--- src/rtl/sp_rom_reader_pkg.sv ---
// Shared constants and state encoding for the single-port ROM stream reader.
// The reader and its output FIFO both import this package.
package sp_rom_reader_pkg;

    localparam int FIFO_DEPTH = 4;
    localparam int FIFO_PTR_W = 2;
    localparam int FIFO_CNT_W = 3;

    typedef enum logic {
        ST_IDLE = 1'b0,
        ST_RUN  = 1'b1
    } state_t;

    // Pointer advance; depth is a power of two so natural wrap is correct.
    function automatic logic [FIFO_PTR_W-1:0] ptr_inc(input logic [FIFO_PTR_W-1:0] p);
        return p + FIFO_PTR_W'(1);
    endfunction

endpackage

--- src/rtl/sp_rom_reader_fifo.sv ---
// Four-entry FIFO buffering ROM words between read issue and the stream consumer.
// Head word is read straight from the storage registers.
module sp_rom_reader_fifo
    import sp_rom_reader_pkg::*;
#(
    parameter int DATA_W = 8
) (
    input  logic                  clk,
    input  logic                  rst,
    input  logic                  i_wr_en,
    input  logic [DATA_W-1:0]     i_wr_data,
    input  logic                  i_rd_en,
    output logic [DATA_W-1:0]     o_rd_data,
    output logic [FIFO_CNT_W-1:0] o_count,
    output logic                  o_empty
);

    logic [DATA_W-1:0]     r_mem [FIFO_DEPTH];
    logic [FIFO_PTR_W-1:0] r_wr_ptr;
    logic [FIFO_PTR_W-1:0] r_rd_ptr;
    logic [FIFO_CNT_W-1:0] r_count;

    // Storage array; contents are don't-care after reset so it carries no reset.
    always_ff @(posedge clk) begin
        if (i_wr_en) begin
            r_mem[r_wr_ptr] <= i_wr_data;
        end
    end

    // Pointers and occupancy; a write and a pop in the same cycle cancel out.
    always_ff @(posedge clk) begin
        if (rst) begin
            r_wr_ptr <= {FIFO_PTR_W{1'b0}};
            r_rd_ptr <= {FIFO_PTR_W{1'b0}};
            r_count  <= {FIFO_CNT_W{1'b0}};
        end else begin
            if (i_wr_en) begin
                r_wr_ptr <= ptr_inc(r_wr_ptr);
            end
            if (i_rd_en) begin
                r_rd_ptr <= ptr_inc(r_rd_ptr);
            end
            case ({i_wr_en, i_rd_en})
                2'b10:   r_count <= r_count + FIFO_CNT_W'(1);
                2'b01:   r_count <= r_count - FIFO_CNT_W'(1);
                default: r_count <= r_count;
            endcase
        end
    end

    assign o_rd_data = r_mem[r_rd_ptr];
    assign o_count   = r_count;
    assign o_empty   = (r_count == {FIFO_CNT_W{1'b0}});

endmodule

--- src/rtl/sp_rom_reader.sv ---
// Reads len consecutive words from a single-port ROM starting at base_addr and
// streams them out over a valid/ready interface, with a done pulse at the end.
module sp_rom_reader
    import sp_rom_reader_pkg::*;
#(
    parameter int DATA_W = 8,
    parameter int ADDR_W = 10
) (
    input  logic              clk,
    input  logic              rst,
    input  logic              start,
    input  logic [ADDR_W-1:0] base_addr,
    input  logic [ADDR_W:0]   len,
    output logic              busy,
    output logic              done,
    output logic              rom_r_en,
    output logic [ADDR_W-1:0] rom_addr,
    input  logic [DATA_W-1:0] rom_rdata,
    output logic              m_valid,
    output logic [DATA_W-1:0] m_data,
    input  logic              m_ready
);

    localparam int LEN_W = ADDR_W + 1;

    state_t                r_state;
    state_t                w_state_nxt;
    logic [ADDR_W-1:0]     r_addr;
    logic [LEN_W-1:0]      r_issue_left;
    logic [LEN_W-1:0]      r_accept_left;
    logic                  r_inflight;
    logic                  r_done;
    logic [FIFO_CNT_W-1:0] w_fifo_count;
    logic                  w_fifo_empty;
    logic [FIFO_CNT_W:0]   w_pending;
    logic                  w_start_ok;
    logic                  w_pop;
    logic                  w_last_pop;
    logic                  w_issue;

    // Words buffered plus the one possibly in flight must leave room for one more.
    assign w_pending  = {1'b0, w_fifo_count} + {{FIFO_CNT_W{1'b0}}, r_inflight};
    assign w_start_ok = start && (r_state == ST_IDLE);
    assign w_pop      = m_valid && m_ready;
    assign w_last_pop = (r_state == ST_RUN) && w_pop && (r_accept_left == LEN_W'(1));
    assign w_issue    = (r_state == ST_RUN) && (r_issue_left != {LEN_W{1'b0}})
                        && (w_pending < (FIFO_CNT_W + 1)'(FIFO_DEPTH));

    // State register.
    always_ff @(posedge clk) begin
        if (rst) begin
            r_state <= ST_IDLE;
        end else begin
            r_state <= w_state_nxt;
        end
    end

    // Next-state logic: a zero-length request never leaves IDLE.
    always_comb begin
        w_state_nxt = r_state;
        case (r_state)
            ST_IDLE: begin
                if (w_start_ok && (len != {LEN_W{1'b0}})) begin
                    w_state_nxt = ST_RUN;
                end else begin
                    w_state_nxt = ST_IDLE;
                end
            end
            ST_RUN: begin
                if (w_last_pop) begin
                    w_state_nxt = ST_IDLE;
                end else begin
                    w_state_nxt = ST_RUN;
                end
            end
            default: w_state_nxt = ST_IDLE;
        endcase
    end

    // Address, issue/accept counters, in-flight marker and done pulse.
    always_ff @(posedge clk) begin
        if (rst) begin
            r_addr        <= {ADDR_W{1'b0}};
            r_issue_left  <= {LEN_W{1'b0}};
            r_accept_left <= {LEN_W{1'b0}};
            r_inflight    <= 1'b0;
            r_done        <= 1'b0;
        end else begin
            r_inflight <= w_issue;
            r_done     <= (w_start_ok && (len == {LEN_W{1'b0}})) || w_last_pop;
            if (w_start_ok) begin
                r_addr        <= base_addr;
                r_issue_left  <= len;
                r_accept_left <= len;
            end else begin
                if (w_issue) begin
                    r_addr       <= r_addr + ADDR_W'(1);
                    r_issue_left <= r_issue_left - LEN_W'(1);
                end
                if (w_pop) begin
                    r_accept_left <= r_accept_left - LEN_W'(1);
                end
            end
        end
    end

    sp_rom_reader_fifo #(
        .DATA_W (DATA_W)
    ) u_fifo (
        .clk       (clk),
        .rst       (rst),
        .i_wr_en   (r_inflight),
        .i_wr_data (rom_rdata),
        .i_rd_en   (w_pop),
        .o_rd_data (m_data),
        .o_count   (w_fifo_count),
        .o_empty   (w_fifo_empty)
    );

    assign busy     = (r_state == ST_RUN);
    assign done     = r_done;
    assign rom_r_en = w_issue;
    assign rom_addr = r_addr;
    assign m_valid  = !w_fifo_empty;

endmodule

--- config.mk ---
export PLATFORM = sky130hd
export DESIGN_NAME = sp_rom_reader
export DESIGN_NICKNAME = d
export VERILOG_FILES = /design/src/rtl/sp_rom_reader_pkg.sv /design/src/rtl/sp_rom_reader_fifo.sv /design/src/rtl/sp_rom_reader.sv
export SDC_FILE = /design/constraint.sdc
export NUM_CORES = 1
export LEC_CHECK = 0
export BUFFER_PORTS_ARGS = -buffer_cell sky130_fd_sc_hd__buf_2
export CAP_MARGIN = 20
export CORE_MARGIN = 10
export CORE_UTILIZATION = 40
export DETAILED_ROUTE_END_ITERATION = 12
export PLACE_DENSITY = 0.56
export SLEW_MARGIN = 20
export SYNTH_ARGS = -nofsm -noshare
export SYNTH_HDL_FRONTEND = slang
export SYNTH_SLANG_ARGS = --single-unit
--- constraint.sdc ---
create_clock -name clk -period 3.9 [get_ports clk]
set_clock_uncertainty 0.2 [all_clocks]
set_input_delay 0.78 -clock clk [delete_from_list [all_inputs] [get_ports clk]]
set_output_delay 0.78 -clock clk [all_outputs]
set_load 0.05 [all_outputs]
==> results.md <==
- Largest family of logic cells by synthesized area: simple AND/OR/NAND/NOR gates
- Startpoint Class: flip-flop
- Starting Density: 0.408
- Final Cycle Share: 0.775
- Post-synth top area share: 0.272
- Vias per inst: 5.35
- Fill cell count: 840
- Signal arrival time at the worst endpoint: between 2000 and 2500 ps
- Port bufs: 54
- Largest net degree at the start of global routing: 44
- PD cells: ~530 nW/um^2
- Core Rows: 34
- Slew headroom: 0.455
- Commonest cells post-synth: dfxtp_1 (44), nor2_1 (38), edfxtp_1 (32)
- Via count: ~2600
- Die W: between 100 and 150 um
- Crit. Startpoint: r_inflight$_SDFF_PP0_
- Post-CTS Setup Repair Bufs: 0
- DRC viols: 0
- Post-synthesis async set-or-reset flop share: 0
- Post-Synth Simple-Gate Area: 0.179
- Cell taking the most area after synthesis: edfxtp_1
- Initial DRT Pass Iterations: 4
- Util after Layout: 0.470
- Synthesized area per cell: about 11 um^2
- CTS tree: built
- GP Congestion: 0.795
- Worst Setup End Kind: primary output
- Worst Max-Slew Pin Slew: about 820 ps
- Fin worst setup slack: between 800 and 900 ps
- Placed cell count: between 400 and 500
- Initial antenna violation count: 0
- Share of layout cells above drive strength 1: 0.227
- Total gr overflow: 0
- Setup TNS: 0 ps
- Synth Area in Compound Gates: 0.132
- Status: completed
- Clock transition at the registers of the reported paths: roughly 80 ps
- Final setup viols: 0
- CTS Buf Count: 9
- Core ar.: 8680 um^2
- Post-Place Setup Slack: around 1300 ps
- Clock period minus worst slack: slightly above 3000 ps
- Hpwl dp: roughly 5.7 mm
- Antenna cells: 0
- Adder-Cell Fraction of Synth Area: 0.0375
- XOR/XNOR share of the synthesized area: 0.0371
- Mapped Area: 3540 um^2
- H-tree levels: 3
- EDFF count, synth: 32
- Final Max Slew Viols: 0
- First-pass GRT wire length: between 10 and 15 mm
- Vias in the first global route: approximately 2700
- CTS resizes: 0
- Worst hold-check path type: reg2reg
- Num ports: 55
- Final Hold Viols: 0
- Max-cap viol count: 0
- Gate Count Post-Synth: ~330
- DRT Wirelength: roughly 7.9 mm
- Critical Path RT: between 2000 and 3000 ps
- Initial DRC Count: 168
- GRT Total Usage: 0.124
- Root Buffer: clkbuf_8
- Static Leak: between 1.5 and 2 nW
- DR WL/cell: around 16 um
- Die ar.: between 10000 and 15000 um^2
- Worst-path maximum fanout: 22
- Largest cells by area after synthesis: edfxtp_1 (27%), dfxtp_1 (25%), mux4_2 (5.1%)
- Maximum VDD drop: around 0.21 mV
- Unique masters post-synth: 49
- CTS max path bufs: 2
- Clk_lat worst skew: approximately 340 ps
- WS Path Type: reg2out
- Final non-filler cell total: about 500
- Syn. warnings: 0
- Mux share of post-synthesis cell area: 0.0538
- Hold_sp: rom_addr[5]$_SDFFE_PP0P_
- NumNets Final: between 400 and 500
- FF-to-FF Start: u_fifo.o_count[2]$_SDFFE_PP0P_
- F_max: between 300 and 400 MHz
- Dominant cell by count in the synthesized netlist: dfxtp_1
- Ys flop type: dfxtp_1
- Cts hold-fix bufs: 0
- Flop and latch count out of synthesis: 76
- Routed Antenna Nets: 0
- CTS Sinks: 76
- Area grow syn2layout: 15.2%
- Overall power: 2.17 mW
- Proportion of synthesized chip area in sequential cells: 0.521
- Die height: roughly 110 um
- Synth Net Count: between 300 and 400
- Unrepaired setup endpoints after global routing: false
==> state kept, by name (all words and copies together), names as in the netlist, named ones only <==
signal and flops:
r_accept_left 11, u_fifo.r_wr_ptr 2, busy 1, r_issue_left 11
r_inflight 1, rom_addr 10, u_fifo.r_rd_ptr 2, done 1
u_fifo.r_mem 32, u_fifo.o_count 3
==> kinds of logic after synthesis <==
logic type,after synthesis
AND/OR/NAND/NOR,121
flip-flops,76
AO/OA/AOI/OAI,65
buffers and inverters,35
XOR/XNOR,15
adder cells (fa/ha/maj),10
multiplexers,9
==> cell usage in the layout (no fill, tap or decap), drive strengths merged, types with 3 or more instances in the layout <==
master / n
a211oi: 10
a21oi: 17
a311oi: 7
a31oi: 8
and2: 5
and3: 3
buf: 57
clkbuf: 11
dfxtp: 44
edfxtp: 32
ha: 9
inv: 18
mux4: 8
nand2: 27
nand3: 13
nand4: 3
nand4b: 3
nor2: 38
nor3: 7
nor4: 6
o211ai: 4
o21a: 3
o21bai: 4
or3: 6
xnor2: 4
xor2: 11
==> through the flow <==
step                      hold slack [ps]  instance area (um^2)
after global placement                286                  3890
after global routing                  352                  4080
after floorplan                       270                  3540
after CTS                             314                  4080
after detailed placement              304                  3890
final                                 316                  4080
==> report_power, final <==
| part | switching (mW) | leakage, nW | internal, mW | total (mW) |
|---|---|---|---|---|
| clock network | 0.284 | 0.0893 | 0.294 | 0.578 |
| logic | 0.389 | 0.777 | 0.221 | 0.610 |
| registers | 0.0884 | 0.651 | 0.898 | 0.987 |
| total | 0.762 | 1.52 | 1.41 | 2.17 |
==> path summary, 6_finish.rpt <==
path	endpoint	slack, ps	cells past startpoint
setup / recovery	rom_r_en	880	5
hold / removal	rom_addr[5]$_SDFFE_PP0P_	320	2
setup reg to reg	u_fifo.o_count[2]$_SDFFE_PP0P_	1520	9
hold reg to reg	rom_addr[5]$_SDFFE_PP0P_	320	2
==> metal layers <==
| layer | track usage | part of all wire | routed length, um | vias to the layer above |
|---|---|---|---|---|
| met1 | 0.160 | 0.47 | 3730 | 1266 |
| li1 | - | - | - | 1322 |
| met5 | 0 | 0 | 0 | - |
| met4 | 0.0468 | 0.0097 | 77 | 0 |
| met2 | 0.197 | 0.47 | 3740 | 50 |
| met3 | 0.0310 | 0.047 | 370 | 8 |
==> critical path, cell delays in order (launching register included) <==
cell     delay [ps]
dfxtp_1         380
nand3_1         120
and3b_1         390
nand2_4         140
inv_2           320
buf_2           340
==> cell type report <==
type                    count  area [um^2]  share of cell area
well taps                 108          135              0.0331
multi-input cells         220         1550               0.381
repair buffers             57          293              0.0718
clock buffers              11          131              0.0322
inverters                  18         67.6              0.0166
flip-flops and latches     76         1840               0.452
clock inverters             5         55.1              0.0135
Power figures use the tool's default switching activity.
